--- config.mk ---
export PLATFORM = sky130hd
export DESIGN_NAME = bsg_dmc_ui_burst_master_flat
export DESIGN_NICKNAME = d
export VERILOG_FILES = /design/src/rtl/bsg_dmc_pkg.sv /design/src/rtl/bsg_dmc_ui_burst_master_pkg.sv /design/src/rtl/bsg_dmc_ui_burst_master_if.sv /design/src/rtl/bsg_counter_clear_up.sv /design/src/rtl/bsg_dmc_ui_burst_master_rbuf.sv /design/src/rtl/bsg_dmc_ui_burst_master.sv /design/src/flat_wrapper.sv
export SDC_FILE = /design/constraint.sdc
export NUM_CORES = 1
export LEC_CHECK = 0
export CAP_MARGIN = 30
export CORE_AREA = 5 5 345 347
export DETAILED_ROUTE_END_ITERATION = 10
export DIE_AREA = 0 0 350 352
export GPL_TIMING_DRIVEN = 0
export MAX_ROUTING_LAYER = met4
export SYNTH_ARGS = -nofsm -noshare
export SYNTH_HDL_FRONTEND = slang
export SYNTH_SLANG_ARGS = --single-unit
--- constraint.sdc ---
create_clock -name clk_i -period 24.9 [get_ports clk_i]
set_input_delay 2.49 -clock clk_i [delete_from_list [all_inputs] [get_ports clk_i]]
set_output_delay 2.49 -clock clk_i [all_outputs]
set_load 0.005 [all_outputs]
--- src/rtl/bsg_dmc_pkg.sv ---
// Definitions shared by every block on the DMC user (app_*) interface.
// Command encoding matches the controller's app_cmd port.
package bsg_dmc_pkg;

  typedef enum logic [2:0] {
    WRITE = 3'b000,
    READ  = 3'b001
  } app_cmd_e;

endpackage

--- src/rtl/bsg_dmc_ui_burst_master_pkg.sv ---
// Helpers shared by the burst master, its read buffer and its beat counters.
// Index widths never collapse to zero bits, even for single-entry configurations.
package bsg_dmc_ui_burst_master_pkg;

  function automatic int safe_clog2(input int n);
    return (n > 1) ? $clog2(n) : 1;
  endfunction

endpackage

--- src/rtl/bsg_dmc_ui_burst_master_if.sv ---
// DMC app_* command, write-data and read-data signals, named from the burst master's side.
// Read beats have no ready: the master sizes its read credit so it can always absorb them.
interface bsg_dmc_ui_burst_master_if #(
  parameter int addr_width_p = 28,
  parameter int data_width_p = 128
) ();

  logic [addr_width_p-1:0]   app_addr_o;
  bsg_dmc_pkg::app_cmd_e     app_cmd_o;
  logic                      app_en_o;
  logic                      app_rdy_i;

  logic                      app_wdf_wren_o;
  logic [data_width_p-1:0]   app_wdf_data_o;
  logic [data_width_p/8-1:0] app_wdf_mask_o;
  logic                      app_wdf_end_o;
  logic                      app_wdf_rdy_i;

  logic                      app_rd_data_valid_i;
  logic [data_width_p-1:0]   app_rd_data_i;
  logic                      app_rd_data_end_i;

  modport master (
    output app_addr_o, app_cmd_o, app_en_o,
    output app_wdf_wren_o, app_wdf_data_o, app_wdf_mask_o, app_wdf_end_o,
    input  app_rdy_i, app_wdf_rdy_i,
    input  app_rd_data_valid_i, app_rd_data_i, app_rd_data_end_i
  );

  modport slave (
    input  app_addr_o, app_cmd_o, app_en_o,
    input  app_wdf_wren_o, app_wdf_data_o, app_wdf_mask_o, app_wdf_end_o,
    output app_rdy_i, app_wdf_rdy_i,
    output app_rd_data_valid_i, app_rd_data_i, app_rd_data_end_i
  );

endinterface

--- src/rtl/bsg_counter_clear_up.sv ---
// Up counter with synchronous clear; count_o updates one cycle after clear_i/up_i.
// No backpressure: the caller decides when to count.
module bsg_counter_clear_up
  import bsg_dmc_ui_burst_master_pkg::*;
#(
  parameter  int max_val_p  = 1,
  parameter  int init_val_p = 0,
  localparam int width_lp   = safe_clog2(max_val_p + 1)
) (
  input  logic                clk_i,
  input  logic                reset_i,
  input  logic                clear_i,
  input  logic                up_i,
  output logic [width_lp-1:0] count_o
);

  logic [width_lp-1:0] count_q, count_d;

  // Clear and up together restart the count at one.
  always_comb begin
    count_d = clear_i ? '0 : count_q;
    if (up_i) count_d = count_d + 1'b1;
  end

  always_ff @(posedge clk_i) begin
    if (reset_i) count_q <= width_lp'(init_val_p);
    else         count_q <= count_d;
  end

  assign count_o = count_q;

endmodule

--- src/rtl/bsg_dmc_ui_burst_master_rbuf.sv ---
// Read-burst buffer: beats land at their beat index in the tail slot, a burst commits on its end beat.
// Head burst is visible the cycle after commit; yumi_i pops it; no input backpressure (credit upstream).
module bsg_dmc_ui_burst_master_rbuf
  import bsg_dmc_ui_burst_master_pkg::*;
#(
  parameter  int data_width_p = 128,
  parameter  int burst_len_p  = 2,
  parameter  int els_p        = 2,
  localparam int beat_w_lp    = safe_clog2(burst_len_p),
  localparam int ptr_w_lp     = safe_clog2(els_p),
  localparam int cnt_w_lp     = $clog2(els_p + 1)
) (
  input  logic                                clk_i,
  input  logic                                reset_i,

  input  logic                                beat_v_i,
  input  logic [data_width_p-1:0]             beat_data_i,
  input  logic                                beat_end_i,

  output logic [burst_len_p*data_width_p-1:0] data_o,
  input  logic                                yumi_i,

  output logic                                full_o,
  output logic                                empty_o,
  output logic [cnt_w_lp-1:0]                 count_o
);

  logic [burst_len_p-1:0][data_width_p-1:0] mem_q [els_p];

  logic [ptr_w_lp-1:0]  wptr_q, wptr_d;
  logic [ptr_w_lp-1:0]  rptr_q, rptr_d;
  logic [cnt_w_lp-1:0]  count_q, count_d;
  logic [beat_w_lp-1:0] beat_idx;
  logic                 commit;

  assign commit = beat_v_i & beat_end_i;

  bsg_counter_clear_up #(
    .max_val_p  (burst_len_p - 1),
    .init_val_p (0)
  ) beat_cnt (
    .clk_i   (clk_i),
    .reset_i (reset_i),
    .clear_i (commit),
    .up_i    (beat_v_i & ~beat_end_i),
    .count_o (beat_idx)
  );

  function automatic logic [ptr_w_lp-1:0] ptr_inc(input logic [ptr_w_lp-1:0] p);
    return (p == ptr_w_lp'(els_p - 1)) ? '0 : p + 1'b1;
  endfunction

  always_comb begin
    wptr_d  = commit ? ptr_inc(wptr_q) : wptr_q;
    rptr_d  = yumi_i ? ptr_inc(rptr_q) : rptr_q;
    count_d = count_q + cnt_w_lp'(commit) - cnt_w_lp'(yumi_i);
  end

  always_ff @(posedge clk_i) begin
    if (reset_i) begin
      wptr_q  <= '0;
      rptr_q  <= '0;
      count_q <= '0;
    end else begin
      wptr_q  <= wptr_d;
      rptr_q  <= rptr_d;
      count_q <= count_d;
    end
  end

  always_ff @(posedge clk_i) begin
    if (beat_v_i) mem_q[wptr_q][beat_idx] <= beat_data_i;
  end

  assign data_o  = mem_q[rptr_q];
  assign empty_o = (count_q == '0);
  assign full_o  = (count_q == cnt_w_lp'(els_p));
  assign count_o = count_q;

  // An end beat must be the last beat of the burst; beats into a full buffer would clobber the head.
  always_ff @(posedge clk_i) begin
    if (!reset_i) begin
      if (beat_v_i) assert (beat_end_i == (beat_idx == beat_w_lp'(burst_len_p - 1)));
      assert (!(beat_v_i && full_o));
      assert (!(yumi_i && empty_o));
    end
  end

endmodule

--- src/rtl/bsg_dmc_ui_burst_master.sv ---
// Burst front end for the DMC app_* port: app_en one cycle after accept, read bursts out on valid/yumi.
// ready_o drops while a burst is in flight, and for READs once outstanding+buffered reads fill the buffer.
module bsg_dmc_ui_burst_master
  import bsg_dmc_pkg::*;
  import bsg_dmc_ui_burst_master_pkg::*;
#(
  parameter int ui_addr_width_p = 28,
  parameter int ui_data_width_p = 128,
  parameter int ui_burst_len_p  = 2,
  parameter int rfifo_depth_p   = 2
) (
  input  logic                                      clk_i,
  input  logic                                      reset_i,

  input  logic                                      v_i,
  input  app_cmd_e                                  cmd_i,
  input  logic [ui_addr_width_p-1:0]                addr_i,
  input  logic [ui_burst_len_p*ui_data_width_p-1:0] data_i,
  input  logic [ui_burst_len_p*ui_data_width_p/8-1:0] mask_i,
  output logic                                      ready_o,

  output logic [ui_burst_len_p*ui_data_width_p-1:0] data_o,
  output logic                                      v_o,
  input  logic                                      yumi_i,

  bsg_dmc_ui_burst_master_if.master                 app_if
);

  localparam int mask_w_lp   = ui_data_width_p / 8;
  localparam int beat_w_lp   = safe_clog2(ui_burst_len_p);
  localparam int credit_w_lp = $clog2(rfifo_depth_p + 1);

  typedef enum logic [1:0] {eIdle, eWrite, eRead} state_e;

  state_e                                        state_q, state_d;
  app_cmd_e                                      cmd_q, cmd_d;
  logic [ui_addr_width_p-1:0]                    addr_q, addr_d;
  logic [ui_burst_len_p-1:0][ui_data_width_p-1:0] data_q, data_d;
  logic [ui_burst_len_p-1:0][mask_w_lp-1:0]      mask_q, mask_d;
  logic                                          cmd_done_q, cmd_done_d;
  logic                                          data_done_q, data_done_d;
  logic [credit_w_lp-1:0]                        credit_q, credit_d;

  logic [beat_w_lp-1:0]   wbeat;
  logic                   last_beat;
  logic                   read_hs, data_hs, last_hs;
  logic                   credit_avail;
  logic                   rbuf_full, rbuf_empty;
  logic [credit_w_lp-1:0] rbuf_count;

  assign last_beat = (wbeat == beat_w_lp'(ui_burst_len_p - 1));

  // A pop in the same cycle frees the slot a new READ would need.
  assign credit_avail = (credit_q < credit_w_lp'(rfifo_depth_p)) | yumi_i;

  always_comb begin
    state_d     = state_q;
    cmd_d       = cmd_q;
    addr_d      = addr_q;
    data_d      = data_q;
    mask_d      = mask_q;
    cmd_done_d  = cmd_done_q;
    data_done_d = data_done_q;
    ready_o     = 1'b0;
    read_hs     = 1'b0;
    data_hs     = 1'b0;
    last_hs     = 1'b0;

    app_if.app_en_o       = 1'b0;
    app_if.app_wdf_wren_o = 1'b0;
    app_if.app_wdf_end_o  = 1'b0;

    unique case (state_q)
      eIdle: begin
        ready_o = ~reset_i & ((cmd_i == WRITE) | credit_avail);
        if (v_i & ready_o) begin
          cmd_d       = cmd_i;
          addr_d      = addr_i;
          data_d      = data_i;
          mask_d      = mask_i;
          cmd_done_d  = 1'b0;
          data_done_d = 1'b0;
          state_d     = (cmd_i == WRITE) ? eWrite : eRead;
        end
      end

      eRead: begin
        app_if.app_en_o = 1'b1;
        if (app_if.app_rdy_i) begin
          read_hs = 1'b1;
          state_d = eIdle;
        end
      end

      // Command and data run independently; leave once both have finished.
      eWrite: begin
        app_if.app_en_o       = ~cmd_done_q;
        app_if.app_wdf_wren_o = ~data_done_q;
        app_if.app_wdf_end_o  = ~data_done_q & last_beat;
        data_hs     = ~data_done_q & app_if.app_wdf_rdy_i;
        last_hs     = data_hs & last_beat;
        cmd_done_d  = cmd_done_q  | (~cmd_done_q & app_if.app_rdy_i);
        data_done_d = data_done_q | last_hs;
        if (cmd_done_d & data_done_d) state_d = eIdle;
      end

      default: state_d = eIdle;
    endcase

    credit_d = credit_q + credit_w_lp'(read_hs) - credit_w_lp'(yumi_i);
  end

  assign app_if.app_cmd_o      = cmd_q;
  assign app_if.app_addr_o     = addr_q;
  assign app_if.app_wdf_data_o = data_q[wbeat];
  assign app_if.app_wdf_mask_o = mask_q[wbeat];

  always_ff @(posedge clk_i) begin
    if (reset_i) begin
      state_q     <= eIdle;
      cmd_done_q  <= 1'b0;
      data_done_q <= 1'b0;
      credit_q    <= '0;
    end else begin
      state_q     <= state_d;
      cmd_done_q  <= cmd_done_d;
      data_done_q <= data_done_d;
      credit_q    <= credit_d;
    end
  end

  always_ff @(posedge clk_i) begin
    cmd_q  <= cmd_d;
    addr_q <= addr_d;
    data_q <= data_d;
    mask_q <= mask_d;
  end

  bsg_counter_clear_up #(
    .max_val_p  (ui_burst_len_p - 1),
    .init_val_p (0)
  ) wbeat_cnt (
    .clk_i   (clk_i),
    .reset_i (reset_i),
    .clear_i (last_hs),
    .up_i    (data_hs & ~last_beat),
    .count_o (wbeat)
  );

  bsg_dmc_ui_burst_master_rbuf #(
    .data_width_p (ui_data_width_p),
    .burst_len_p  (ui_burst_len_p),
    .els_p        (rfifo_depth_p)
  ) rbuf (
    .clk_i       (clk_i),
    .reset_i     (reset_i),
    .beat_v_i    (app_if.app_rd_data_valid_i),
    .beat_data_i (app_if.app_rd_data_i),
    .beat_end_i  (app_if.app_rd_data_end_i),
    .data_o      (data_o),
    .yumi_i      (yumi_i),
    .full_o      (rbuf_full),
    .empty_o     (rbuf_empty),
    .count_o     (rbuf_count)
  );

  assign v_o = ~rbuf_empty;

  always_ff @(posedge clk_i) begin
    if (!reset_i) begin
      assert (credit_q <= credit_w_lp'(rfifo_depth_p));
      assert (credit_q >= rbuf_count);
      assert (!rbuf_full || (credit_q == credit_w_lp'(rfifo_depth_p)));
    end
  end

endmodule

--- src/flat_wrapper.sv ---
// flat-port wrapper written by rule: the top's interface ports become plain ports
module bsg_dmc_ui_burst_master_flat import bsg_dmc_pkg::*; import bsg_dmc_ui_burst_master_pkg::*;
#(
  parameter int ui_addr_width_p = 28,
  parameter int ui_data_width_p = 128,
  parameter int ui_burst_len_p  = 2,
  parameter int rfifo_depth_p   = 2
)
  (clk_i, reset_i, v_i, cmd_i, addr_i, data_i, mask_i, ready_o, data_o, v_o, yumi_i, app_if_app_addr_o, app_if_app_cmd_o, app_if_app_en_o, app_if_app_wdf_wren_o, app_if_app_wdf_data_o, app_if_app_wdf_mask_o, app_if_app_wdf_end_o, app_if_app_rdy_i, app_if_app_wdf_rdy_i, app_if_app_rd_data_valid_i, app_if_app_rd_data_i, app_if_app_rd_data_end_i);
  bsg_dmc_ui_burst_master_if #(.addr_width_p((28)), .data_width_p((128))) app_if_i ();
  input  logic clk_i;
  input  logic reset_i;
  input  logic v_i;
  input  app_cmd_e cmd_i;
  input  logic [ui_addr_width_p-1:0] addr_i;
  input  logic [ui_burst_len_p*ui_data_width_p-1:0] data_i;
  input  logic [ui_burst_len_p*ui_data_width_p/8-1:0] mask_i;
  output logic ready_o;
  output logic [ui_burst_len_p*ui_data_width_p-1:0] data_o;
  output logic v_o;
  input  logic yumi_i;
  output wire logic [$bits(app_if_i.app_addr_o)-1:0] app_if_app_addr_o;
  output wire logic [$bits(app_if_i.app_cmd_o)-1:0] app_if_app_cmd_o;
  output wire logic [$bits(app_if_i.app_en_o)-1:0] app_if_app_en_o;
  output wire logic [$bits(app_if_i.app_wdf_wren_o)-1:0] app_if_app_wdf_wren_o;
  output wire logic [$bits(app_if_i.app_wdf_data_o)-1:0] app_if_app_wdf_data_o;
  output wire logic [$bits(app_if_i.app_wdf_mask_o)-1:0] app_if_app_wdf_mask_o;
  output wire logic [$bits(app_if_i.app_wdf_end_o)-1:0] app_if_app_wdf_end_o;
  input wire logic [$bits(app_if_i.app_rdy_i)-1:0] app_if_app_rdy_i;
  input wire logic [$bits(app_if_i.app_wdf_rdy_i)-1:0] app_if_app_wdf_rdy_i;
  input wire logic [$bits(app_if_i.app_rd_data_valid_i)-1:0] app_if_app_rd_data_valid_i;
  input wire logic [$bits(app_if_i.app_rd_data_i)-1:0] app_if_app_rd_data_i;
  input wire logic [$bits(app_if_i.app_rd_data_end_i)-1:0] app_if_app_rd_data_end_i;
  assign app_if_app_addr_o = app_if_i.app_addr_o;
  assign app_if_app_cmd_o = app_if_i.app_cmd_o;
  assign app_if_app_en_o = app_if_i.app_en_o;
  assign app_if_app_wdf_wren_o = app_if_i.app_wdf_wren_o;
  assign app_if_app_wdf_data_o = app_if_i.app_wdf_data_o;
  assign app_if_app_wdf_mask_o = app_if_i.app_wdf_mask_o;
  assign app_if_app_wdf_end_o = app_if_i.app_wdf_end_o;
  assign app_if_i.app_rdy_i = app_if_app_rdy_i;
  assign app_if_i.app_wdf_rdy_i = app_if_app_wdf_rdy_i;
  assign app_if_i.app_rd_data_valid_i = app_if_app_rd_data_valid_i;
  assign app_if_i.app_rd_data_i = app_if_app_rd_data_i;
  assign app_if_i.app_rd_data_end_i = app_if_app_rd_data_end_i;
  bsg_dmc_ui_burst_master #(.ui_addr_width_p(ui_addr_width_p), .ui_data_width_p(ui_data_width_p), .ui_burst_len_p(ui_burst_len_p), .rfifo_depth_p(rfifo_depth_p)) u_core (.clk_i(clk_i), .reset_i(reset_i), .v_i(v_i), .cmd_i(cmd_i), .addr_i(addr_i), .data_i(data_i), .mask_i(mask_i), .ready_o(ready_o), .data_o(data_o), .v_o(v_o), .yumi_i(yumi_i), .app_if(app_if_i));
endmodule
Word level (Yosys, flattened, before mapping)
Memories as Yosys holds them, arrays and structs flattened. A register that Yosys moved wholly into a read port is not among the register bits.
Index checks and enable logic that the tools add are counted.
{"block": "totals", "memories": 1, "ram_bits": 512, "regBits": 331}
{"memory": "u_core.rbuf.mem_q", "words": 2, "width": 256, "rd": 1, "rd_clocked_by_memory_dff": 1, "write_ports": 1, "line_no": "bsg_dmc_ui_burst_master_rbuf.sv:28", "source": "logic [burst_len_p-1:0][data_width_p-1:0] mem_q [els_p];"}
{"block": "op_classes", "muxes": 32, "eq_ne": 5, "n_reduce_logical": 8, "addsub": 8, "n_bitwise": 20, "order_cmp": 4}
{"operator": "$mux 128", "count": 3}
{"operator": "$mux 256", "count": 1}
{"operator": "$demux 128 s1", "count": 1}
{"operator": "$mux 16", "count": 2}
{"operator": "$mux 1", "count": 17}
{"operator": "$and 1x1->1", "count": 10}
{"operator": "$mux 2", "count": 4}
{"operator": "$not 1->1", "count": 6}
{"operator": "$pmux 1 s2", "count": 3}
{"operator": "$pmux 2 s3", "count": 1}
{"operator": "$add 1x1->1 const B", "count": 4}
{"operator": "$add 2x1->2", "count": 2}
{"operator": "$logic_not 2->1", "count": 2}
{"operator": "$lt 1x2->1 const B", "count": 2}
{"operator": "$ne 2x1->1 const B", "count": 2}
{"operator": "$or 1x1->1", "count": 4}
{"operator": "$reduce_and 2->1", "count": 2}
{"operator": "$sub 2x1->2", "count": 2}
{"operator": "$logic_not 3->1", "count": 1}
{"operator": "$reduce_and 3->1", "count": 1}
{"operator": "$eq 2x1->1 const B", "count": 1}
{"operator": "$eq 2x2->1 const B", "count": 1}
{"operator": "$lt 2x2->1 const B", "count": 1}
{"operator": "$ne 2x2->1 const B", "count": 1}
{"operator": "other kinds (3)", "count": 3}

Logic depth before layout (Yosys ltp)
{"block": "depth", "word_depth": 7, "mapped_depth": 7, "ltp_nobuf": 7}

By module
A second synthesis with hierarchy kept.
{"block": "hier_totals", "hier_cells": 1364, "area_unflattened_um2": 30650.6}
{"mod": "bsg_dmc_ui_burst_master_rbuf", "area_per_inst_um2": 18816.8, "seq_area_each_um2": 15474.8, "instances": 1, "cells_per_inst": 823}
{"mod": "bsg_dmc_ui_burst_master", "area_per_inst_um2": 11736.3, "seq_area_each_um2": 9699.3, "instances": 1, "cells_per_inst": 531}
{"mod": "bsg_counter_clear_up", "area_per_inst_um2": 48.8, "seq_area_each_um2": 20.0, "instances": 2, "cells_per_inst": 5}

Worst setup path after synthesis
OpenSTA, ideal clock, no wires.
{"block": "synth_path", "path_type": "in2reg", "from": "input port cmd_i[1]", "to": "register u_core.data_done_q", "slack_ns": 12.549, "required_time_ns": 24.770, "arrival_time_ns": 12.221, "path_buffers": 0, "stages": 4, "cell_sequence": "or3_4 -> a311oi_4 -> and2b_2 -> o21ai_0"}
{"block": "synth_via", "elab_chain_len": 6}
{"item": "start: declaration", "line_no": "flat_wrapper.sv:14", "source": "input app_cmd_e cmd_i;"}
{"item": "$logic_not 3->1", "line_no": "bsg_dmc_ui_burst_master.sv:75", "source": "ready_o = ~reset_i & ((cmd_i == WRITE) | credit_avail);"}
{"item": "$or 1x1->1", "line_no": "bsg_dmc_ui_burst_master.sv:75"}
{"item": "$and 1x1->1", "line_no": "bsg_dmc_ui_burst_master.sv:75"}
{"item": "$and 1x1->1", "line_no": "bsg_dmc_ui_burst_master.sv:76", "source": "if (v_i & ready_o) begin"}
{"item": "$ne 2x1->1 (no line)"}
{"item": "$reduce_and 2->1 (no line)"}
{"item": "end signal: assignment", "line_no": "bsg_dmc_ui_burst_master.sv:127", "source": "data_done_q <= data_done_d;"}
{"item": "end: declaration", "line_no": "bsg_dmc_ui_burst_master.sv:41", "source": "logic data_done_q, data_done_d;"}
No other way between the ends.
A chain may end at the register's enable or synchronous reset.

Worst setup path in the final report
{"block": "layout_path", "from": "input port cmd_i[1]", "to": "output port ready_o"}
{"block": "layout_via", "elab_chain_len": 4}
{"item": "$logic_not 3->1", "line_no": "bsg_dmc_ui_burst_master.sv:75"}
{"item": "$or 1x1->1", "line_no": "bsg_dmc_ui_burst_master.sv:75"}
{"item": "$and 1x1->1", "line_no": "bsg_dmc_ui_burst_master.sv:75"}
{"item": "$mux 1", "line_no": "bsg_dmc_ui_burst_master.sv:73", "source": "unique case (state_q)"}
{"item": "end: declaration", "line_no": "flat_wrapper.sv:18", "source": "output logic ready_o;"}
No other way between the ends.

==> impl_metrics.yaml <==
outcome:
  status: "complete, no violations"
die:
  die_h_um: 352
  core_area_um2: 116000
  start_util: 0.263
  dieArea_um2: 123000
  die_width_um: 350
  io_pins: 891
  rows: 125
logic_synthesis:
  synthMuxAreaShare: 0.148
  synthFlopType: "edfxtp_1"
  synth_compound_area_frac: 0.00346
  synthXorXnorAreaFrac: 0.00202
  synth_edf_count: 831
  synth_area_um2: 30400
  synth_area_leaders: "edfxtp_1 82%, mux2_2 15%, dfxtp_1 0.86%"
  syn_area_per_cell_um2: 22.4
  synth.most_common_cell: "edfxtp_1"
  ys_top_cells_by_count: "831 x edfxtp_1, 400 x mux2_2, 40 x buf_2"
  seq_area_frac_synth: 0.829
  synthCells: 1360
  ys_ff_latch: 844
  synth_top_area_share: 0.820
  synthArstFlopShare: 0
  yosysTopAreaCell: "edfxtp_1"
  synth_top_family_by_area: "multiplexers"
  syn_nets: 1822
  ys_warn_count: 0
  synth_adder_area_share: 0.00288
  yosys.area_share.simple: 0.00617
  synth_cell_types: 30
clock_network:
  cts_sinks: 844
  ctsResizeCount: 0
  post-cts-setup-buffers: 0
  htreeDepth: 3
  clockBufferDepth: 3
  clkSlewWorstSetupHoldPaths_ps: 60
  cts_buffers: 90
  ctsHoldBuffers: 0
  cts_tree: "built"
  clkLatencyLatePin_ps: 640
  cts_root_buffer: "clkbuf_16"
detailed_routing:
  totalWireLength_mm: 98.9
  viasPerCell: 4.19
  wl_met1_mm: 35.1
  wl_met3_mm: 9.92
  drt_iter0_drc: 856
  ant_nets: 0
  drt_pass1_iterations: 4
  routed.top_layer: "met4"
  post-route-drc-count: 0
  wl_met2_mm: 51.3
  post_drt_wl_per_cell_um: 24.6
  num_vias: 16816
setup_path:
  critPathArrivalTime_ps: 4390
  cp_max_fo: 3
  startpoint: "cmd_i[1]"
  cp-start-kind: "input pin"
  critPathRequiredTime_ps: 22410
  r2r-start: "u_core.state_q[0]"
  rrSetupSlack_ps: 21950
  cp-end-kind: "primary output"
  max_stage_delay_ps: 590
  critPathSlowestCell: "clkdlybuf4s50_1"
  path_class: "in -> out"
  cp_cell_sequence: "clkdlybuf4s50_1 > or3_4 > a311oi_1 > clkdlybuf4s50_1"
  cp_common_cell: "clkdlybuf4s50_1"
global_route:
  grt.total_usage: 0.159
  gr-total-overflow: 0
  antenna_found_initial: 51
  grt_max_degree: 28
  grt_pass1_vias: 18348
  grt_pass1_wl_mm: 135
pwr:
  ir_drop_v: 0.0000515
  total_power_mw: 3.35
  power.leakage_nw: 14.8
  power_density_nw_per_um2: 74.5
timing:
  setup_viol: 0
  hold_slack_ps: 506
  worst_clock_skew_ps: 19.9
  period_needed_ps: 6880
  hold_violations: 0
  max_freq_ghz: 0.145
  finalCritPeriodShare: 0.276
  slew_violations: 0
  tightest_slew_ps: 924
  rsz0062_at_grt: "false"
  maxSlewHeadroom: 0.384
  timing.setup.tns_ps: 0
  fin_ws_ps: 18020
job:
  maxCapViolations: 0
finish:
  final_area_um2: 45000
  fill_cells: 10451
  area_growth_pct: 47.8
  fin_nets: 2846
  drive_gt1_frac: 0.248
placed_design:
  port_buffers: 889
  gp_congestion: 0.842
  pre_cts_ws_ps: 18030
  hpwlAfterDp_mm: 76.4
  dpl_cell_area_um2: 42000
hold_path:
  hold_start: "u_core.data_done_q"
  hold_path_class: "reg -> reg"
[stage by stage]
stage | utilization | cells
CTS | 0.388 | 3976
global placement | 0.357 | 3773
finish | 0.389 | 4014
floorplan | - | 1360
detailed placement | 0.364 | 3816
global route | 0.389 | 4010
[path summary, 6_finish.rpt]
path / endpoint / depth (start not counted)
min reg2reg: u_core.data_done_q / 2
min: u_core.data_done_q / 2
max: ready_o / 4
max reg2reg: u_core.data_q[231] / 10
[metal layers]
layer | vias to the layer above | global-route usage
met2 | 764 | 0.271
met1 | 8375 | 0.163
met4 | 0 | 0.0620
met3 | 146 | 0.0629
met5 | - | -
li1 | 7531 | -
[final cells by class]
type,instances,area (um2),area share
clock inverter,49,472,0.0105
clock buffer,111,2350,0.0523
buffer,46,223,0.00495
multi-input combinational,461,4980,0.111
inverter,9,33.8,0.000751
antenna,38,95.1,0.00211
tap,1524,1910,0.0424
sequential,844,25200,0.561
timing repair buffer,932,9690,0.216
[power by group]
| group | switching [mW] | total, mW | internal, mW |
|---|---|---|---|
| combinational | 0.166 | 0.400 | 0.234 |
| sequential | 0.0196 | 1.66 | 1.64 |
| clock | 0.541 | 1.29 | 0.745 |
[cells by family after synthesis]
group           count (synthesis)
flops                         844
buf+inv                        55
compound gates                 11
mux                           400
simple gates                   36
xor+xnor                        7
fa+ha+maj                       7
[sequential cells by signal, indices dropped and copies added (netlist names), named ones only]
name,count
u_core.data_done_q,1
u_core.wbeat_cnt.count_o,1
u_core.rbuf.rptr_q,1
u_core.credit_q,2
u_core.data_q,256
u_core.rbuf.beat_cnt.count_o,1
u_core.app_if.app_cmd_o,3
u_core.rbuf.mem_q,512
u_core.state_q,2
u_core.rbuf.wptr_q,1
u_core.mask_q,32
u_core.cmd_done_q,1
u_core.rbuf.count_o,2
u_core.app_if.app_addr_o,28
[cells in the final DEF (no fill, tap or decap), types with 7 or more instances in the layout]
master / synthesis / routed
clkbuf_16: 0 / 91
clkinv_1: 0 / 23
edfxtp_1: 831 / 831
clkinv_2: 0 / 7
buf_2: 40 / 40
clkbuf_1: 4 / 24
bufinv_16: 0 / 7
clkdlybuf4s50_1: 0 / 889
mux2_2: 400 / 400
dfxtp_1: 13 / 13
ha_1: 7 / 7
nor2_1: 12 / 8
buf_12: 0 / 19
nand2_1: 8 / 8
inv_1: 9 / 9
diode_2: 0 / 38
buf_8: 0 / 17
[worst max-delay path: cells and delay by family]
family | cells | cell delay (ps)
buf+inv | 2 | 1060
simple gates | 1 | 490
compound gates | 1 | 350
Power figures use the tool's default switching activity.
